File: config.mk
export PLATFORM = sky130hd
export DESIGN_NAME = mem_copy_engine
export DESIGN_NICKNAME = d
export VERILOG_FILES = /design/src/rtl/mem_copy_engine.sv
export SDC_FILE = /design/constraint.sdc
export NUM_CORES = 1
export LEC_CHECK = 0
export ABC_AREA = 1
export CAP_MARGIN = 25
export CORE_MARGIN = 10
export CORE_UTILIZATION = 37
export CTS_BUF_LIST = sky130_fd_sc_hd__clkbuf_4 sky130_fd_sc_hd__clkbuf_8
export CTS_CLUSTER_SIZE = 10
export DETAILED_ROUTE_END_ITERATION = 8
export GPL_ROUTABILITY_DRIVEN = 1
export REMOVE_ABC_BUFFERS = 1
export SLEW_MARGIN = 0
export SYNTH_ARGS = -nofsm -noshare
export SYNTH_HDL_FRONTEND = slang
export SYNTH_SLANG_ARGS = --single-unit
File: constraint.sdc
create_clock -name clk -period 2.1 [get_ports clk]
set_clock_uncertainty 0.2 [all_clocks]
set_input_delay 0.42 -clock clk [delete_from_list [all_inputs] [get_ports clk]]
set_output_delay 0.42 -clock clk [all_outputs]
set_load 0.005 [all_outputs]
File: src/rtl/mem_copy_engine.sv
// +-----------------------------------------------------------------------+
// | mem_copy_engine: block-copy DMA master for a single-port sync memory   |
// | Revision: 1.0                                                          |
// +-----------------------------------------------------------------------+
`default_nettype none

module mem_copy_engine #(
  parameter int ADDR_WIDTH = 8,
  parameter int DATA_WIDTH = 16,
  parameter int LEN_WIDTH  = ADDR_WIDTH + 1
) (
  input  logic                  clk,
  input  logic                  rst_n,
  input  logic                  start,
  input  logic [ADDR_WIDTH-1:0] src_addr,
  input  logic [ADDR_WIDTH-1:0] dst_addr,
  input  logic [LEN_WIDTH-1:0]  length,
  output logic                  busy,
  output logic                  done,
  output logic [LEN_WIDTH-1:0]  words_done,
  output logic [ADDR_WIDTH-1:0] mem_address,
  output logic [DATA_WIDTH-1:0] mem_data_in,
  output logic                  mem_write_enable,
  output logic                  mem_read_enable,
  input  logic [DATA_WIDTH-1:0] mem_data_out
);

  typedef enum logic [2:0] {
    S_IDLE  = 3'd0,
    S_READ  = 3'd1,
    S_WAIT  = 3'd2,
    S_WRITE = 3'd3,
    S_DONE  = 3'd4
  } state_t;

  state_t                state, state_next;
  logic [ADDR_WIDTH-1:0] src_ptr, src_next;
  logic [ADDR_WIDTH-1:0] dst_ptr, dst_next;
  logic [LEN_WIDTH-1:0]  remaining, remaining_next;
  logic [LEN_WIDTH-1:0]  words_next;
  logic [DATA_WIDTH-1:0] data_next;
  logic [ADDR_WIDTH-1:0] addr_next;
  logic                  busy_next, done_next, rd_next, wr_next;

  // Outputs are computed for the state being entered, so every output is a flop.
  always_comb begin
    state_next     = state;
    src_next       = src_ptr;
    dst_next       = dst_ptr;
    remaining_next = remaining;
    words_next     = words_done;
    data_next      = mem_data_in;
    addr_next      = mem_address;
    busy_next      = 1'b0;
    done_next      = 1'b0;
    rd_next        = 1'b0;
    wr_next        = 1'b0;

    case (state)
      S_IDLE: begin
        if (start) begin
          src_next       = src_addr;
          dst_next       = dst_addr;
          remaining_next = length;
          words_next     = '0;
          if (length == '0) begin
            state_next = S_DONE;
            done_next  = 1'b1;
          end else begin
            state_next = S_READ;
            busy_next  = 1'b1;
            rd_next    = 1'b1;
            addr_next  = src_addr;
          end
        end
      end
      S_READ: begin
        state_next = S_WAIT;
        busy_next  = 1'b1;
      end
      S_WAIT: begin
        // Read data is valid this cycle; it becomes the write data directly.
        state_next = S_WRITE;
        busy_next  = 1'b1;
        wr_next    = 1'b1;
        addr_next  = dst_ptr;
        data_next  = mem_data_out;
      end
      S_WRITE: begin
        src_next       = src_ptr + ADDR_WIDTH'(1);
        dst_next       = dst_ptr + ADDR_WIDTH'(1);
        words_next     = words_done + LEN_WIDTH'(1);
        remaining_next = remaining - LEN_WIDTH'(1);
        if (remaining == LEN_WIDTH'(1)) begin
          state_next = S_DONE;
          done_next  = 1'b1;
        end else begin
          state_next = S_READ;
          busy_next  = 1'b1;
          rd_next    = 1'b1;
          addr_next  = src_ptr + ADDR_WIDTH'(1);
        end
      end
      S_DONE: begin
        state_next = S_IDLE;
      end
      default: begin
        state_next = S_IDLE;
      end
    endcase
  end

  always_ff @(posedge clk) begin
    if (!rst_n) begin
      state            <= S_IDLE;
      src_ptr          <= '0;
      dst_ptr          <= '0;
      remaining        <= '0;
      words_done       <= '0;
      mem_data_in      <= '0;
      mem_address      <= '0;
      busy             <= 1'b0;
      done             <= 1'b0;
      mem_read_enable  <= 1'b0;
      mem_write_enable <= 1'b0;
    end else begin
      state            <= state_next;
      src_ptr          <= src_next;
      dst_ptr          <= dst_next;
      remaining        <= remaining_next;
      words_done       <= words_next;
      mem_data_in      <= data_next;
      mem_address      <= addr_next;
      busy             <= busy_next;
      done             <= done_next;
      mem_read_enable  <= rd_next;
      mem_write_enable <= wr_next;
    end
  end

endmodule

`default_nettype wire

# ---- Word level (Yosys, flattened, before mapping)
# Index checks and enable logic that the tools add are counted.
dict set report totals {
  inputBits 44
  register_bits 65
  elab_cells 55
  output_inout_bits 37
}
dict set report op_classes {
  addsub 4
  n_eq_ne 7
  muxes 26
  n_reduce_logical 7
}
# op n
set ops {}
lappend ops {{two-way mux 8 bit} 5}
lappend ops {{case mux 9 bit (2 select lines)} 2}
lappend ops {{case mux 8 bit (2 select lines)} 2}
lappend ops {{case mux 8 bit (3 select lines)} 1}
lappend ops {{two-way mux 9 bit} 2}
lappend ops {{adder 8 x 1 -> 8 bit, second input constant} 2}
lappend ops {{case mux 3 bit (4 select lines)} 1}
lappend ops {{adder 9 x 1 -> 9 bit, second input constant} 1}
lappend ops {{== test 9 x 1 -> 1 bit, second input constant} 1}
lappend ops {{zero test 9 bit} 1}
lappend ops {{two-way mux 3 bit} 3}
lappend ops {{subtractor 9 x 1 -> 9 bit, second input constant} 1}
lappend ops {{two-way mux 1 bit} 7}
lappend ops {{== test 3 x 2 -> 1 bit, second input constant} 2}
lappend ops {{inequality test 2 bit, second input constant} 3}
lappend ops {{case mux 1 bit (2 select lines)} 2}
lappend ops {{AND reduction 4 bit} 1}
lappend ops {{== test 3 x 1 -> 1 bit, second input constant} 1}
lappend ops {{zero test 3 bit} 1}
lappend ops {{case mux 1 bit (3 select lines)} 1}
lappend ops {{nonzero test 3 bit} 1}
lappend ops {{AND reduction 2 bit} 1}
lappend ops {{nonzero test 2 bit} 1}
lappend ops {{OR reduction 2 bit} 1}

# ---- Logic depth before layout (Yosys ltp)
# Gate-level depths: netlist of the first run.
dict set report depth {
  depth_word 4
  ltp_mapped 10
  ltp_nobuf 9
}

# ---- Worst setup path before layout of the first run
# OpenSTA, ideal clock, no wires.
dict set report synth_timing {
  path_type {input-to-reg}
  from {in length[1]}
  to {reg mem_address[6]}
  required_ps 1787
  n_path_buf 1
  arrival_ps 1232
  path_slack_ps 555
  cell_stages 7
  cell_sequence {nor3_1 nand3_1 nand3_4 buf_6 nand2_1 nand2_1 nor2_1}
}
dict set report synth_via {
  elab_chain_len 3
}
# element line
set synth_rtl {}
lappend synth_rtl {{start: declaration} 17} ;# input logic [LEN_WIDTH-1:0] length,
lappend synth_rtl {{zero test 9 bit} 66} ;# if (length == '0) begin
lappend synth_rtl {{inequality test 2 bit (no source line)} n/a}
lappend synth_rtl {{AND reduction 4 bit (no source line)} n/a}
lappend synth_rtl {{end signal: assignment} 133} ;# mem_address <= addr_next;
lappend synth_rtl {{end: declaration} 21} ;# output logic [ADDR_WIDTH-1:0] mem_address,
# Every way passes these cells.
# A chain may end at the register's enable or synchronous reset.

# ---- Worst setup path in the final report of the first run
dict set report layout_timing {
  from {reg words_done[4]}
  to {out words_done[4]}
}
# element line
set layout_lines {}
lappend layout_lines {{start: declaration} 20} ;# output logic [LEN_WIDTH-1:0] words_done,
lappend layout_lines {{start signal: assignment} 131} ;# words_done <= words_next;
# No word-level cell between the ends.

==> impl_metrics.ini, run 1 <==
[global_route]
globalRouteOverflowTotal = 0
antenna_found_initial = 0
grt_max_degree = 24
met3_usage = 0.0509
grt_pass1_vias = 3215
grt_pass1_wl_um = 15600
grtUsageMet1 = 0.184
grtUsageTotal = 0.146
use_met2 = 0.230
grt_busiest_layer = met2

[place]
gp_congestion = 0.813
io_buffers = 80
dp_hpwl_um = 6890

[clock_network]
post-cts-setup-buffers = 0
tritoncts = yes
clock_sinks = 65
path_clk_slew_ns = 0.08
ctsHtreeMaxLevel = 3
ctsResizeCount = 0
postCtsHoldBufs = 0
root_buffer = clkbuf_8
clock_tree.buffer_depth = 2
numCtsBuffers = 9
clk_latency_ns = 0.34

[synthesis]
ys_warn_count = 0
synth_area_um2 = 3240
synth.most_common_cell = nand2_1
synth-seq-cells = 65
synthArstFlopShare = 0
synthTopCellsByCount = nand2_1 (118), nor2_1 (82), dfxtp_1 (65)
synth_area_per_cell_um2 = 6.67
syn_inst = 486
yosysUniqueCellTypes = 32
ys_seq_area_frac = 0.402
synth_edf_count = 0
yosysTopAreaCellShare = 0.402
yosys-top-cells-area = dfxtp_1 (40%), nand2_1 (14%), nor2_1 (9.5%)
synth_area_leader_cell = dfxtp_1
synth_ff_type = dfxtp_1

[timing]
slew_viol_final = 0
setup_viol = 0
rsz0062_at_grt = no
hold_viol_final = 0
fmax_mhz = 518
tightest_slew_ns = 0.418
fin_crit_ns = 1.93
maxSlewHeadroom = 0.721
fin_tns_setup_ns = 0
period_share = 0.920

[detailed_routing]
wl_per_cell_um = 13.9
routed_wl_um = 9520
final_antenna_net_count = 0
num_vias = 3348
vias_per_cell = 4.89
dr.pass1.iters = 4
drt-initial-drc-count = 135
route.detailed.drc = 0

[critical_path]
path_max_fanout = 6
critPathCapture = words_done[4]
r2r-start = state[0]$_SDFFE_PN0N_
reg2reg_depth = 8
cp.required_ns = 1.48
cp-startpoint = words_done[4]$_SDFFE_PN0P_
cpPeakStageDelay_ns = 0.55
crit_chain = clkdlybuf4s50_1
worst-endpoint-arrival_ns = 1.31
cp.buffers_inverters = 1
timing.rr.end = remaining[4]$_SDFFE_PN0P_
cp_num_cells = 1
end_kind = output port
crit_type = register to output port
crit_path_start_kind = register
cpMaxStageDelayCell = clkdlybuf4s50_1
critPathTopFamily = buffers and inverters
reg2reg_slack_ns = 0.26

[die]
design.core.area_um2 = 8640
die_area_um2 = 12900
die_w_um = 114
io_pins = 81
fp-row-count = 34
fp.dieH_um = 114
start_util = 0.375

[power_and_ir_drop]
ir_drop_mv = 0.452
pwr_density_cell_nw_per_um2 = 791
finalPower_mw = 3.53
leakagePower_nw = 1.82

[cells_and_area]
layout.nets = 621
drive_above_1_share = 0.0797
area_delta_synth_final_pct = 37.5
diodes = 0
nFillCells = 865

[job]
maxCapViolations = 0

[worst_hold_path]
hp-class = register to register

[status]
outcome = finished clean
[flip-flops by register name, summed over array words and instances (netlist names)]
name and count:
words_done 9, busy 1, mem_address 8, done 1, mem_read_enable 1, state 3, mem_data_in 16, mem_write_enable 1
dst_ptr 8, remaining 9, src_ptr 8
[cell usage in the layout, fill, tap and decap left out, types with 10 or more instances in the layout]
cell type        netlist  final
a21oi_1               25     25
buf_4                  1     16
clkbuf_8               0     10
clkdlybuf4s50_1        0     80
dfxtp_1               65     65
inv_1                 42     42
nand2_1              118    118
nand3_1               37     37
nor2_1                82     82
o21ai_0               41     41
[layout make-up]
type | count | area [um^2] | share of cell area
inverter | 46 | 173 | 0.0388
timing repair buffer | 97 | 941 | 0.211
multi-input combinational | 353 | 1660 | 0.372
tap | 108 | 135 | 0.0303
clock buffer | 11 | 145 | 0.0326
clock inverter | 5 | 103 | 0.0230
sequential | 65 | 1300 | 0.292
[power by group]
group | switching [mW] | internal, mW | total (mW)
combinational | 0.396 | 0.362 | 0.758
sequential | 0.0881 | 1.35 | 1.44
clock | 0.496 | 0.833 | 1.33
[routing by layer]
layer,wire (um),up-vias
met2,4340,82
met1,4450,1506
met5,0,-
li1,-,1753
met4,78,0
met3,660,7
[metrics by stage]
step | instances | setup WS [ns] | area, um^2 | utilization | hold WS (ns)
2_1_floorplan | 464 | 0.177 | 3130 | - | 0.255
3_3_place_gp | 669 | 0.0482 | 4210 | 0.487 | 0.268
3_5_place_dp | 669 | 0.000257 | 4210 | 0.487 | 0.269
4_1_cts | 685 | 0.141 | 4460 | 0.516 | 0.281
5_1_grt | 685 | 0.0651 | 4460 | 0.516 | 0.313
6_report | 685 | 0.168 | 4460 | 0.516 | 0.281
[kinds of logic after synthesis]
kind of cell | after synthesis | synth area share
flip-flops | 65 | 0.402
AND/OR/NAND/NOR | 255 | 0.333
AO/OA/AOI/OAI | 92 | 0.157
buffers and inverters | 68 | 0.0865
XOR/XNOR | 1 | 0.00270
adder cells (fa/ha/maj) | 5 | 0.0193
[worst min path at each step]
stage	startpoint	end	slack, ns	depth (start not counted)
final	words_done[8]$_SDFFE_PN0P_	words_done[8]$_SDFFE_PN0P_	0.28	2
after global routing	words_done[8]$_SDFFE_PN0P_	words_done[8]$_SDFFE_PN0P_	0.31	2
after CTS	words_done[8]$_SDFFE_PN0P_	words_done[8]$_SDFFE_PN0P_	0.28	2
after detailed placement	words_done[8]$_SDFFE_PN0P_	words_done[8]$_SDFFE_PN0P_	0.27	2
after global placement	words_done[8]$_SDFFE_PN0P_	words_done[8]$_SDFFE_PN0P_	0.27	2
after floorplan	remaining[1]$_SDFFE_PN0P_	remaining[1]$_SDFFE_PN0P_	0.26	2
Power figures use the tool's default switching activity.
==> inputs of run 2 (changes only) <==
SLEW_MARGIN = not set   (was 0)
==> results of run 2 <==
The final DEF is identical to that of run 1; final timing and power are the same.
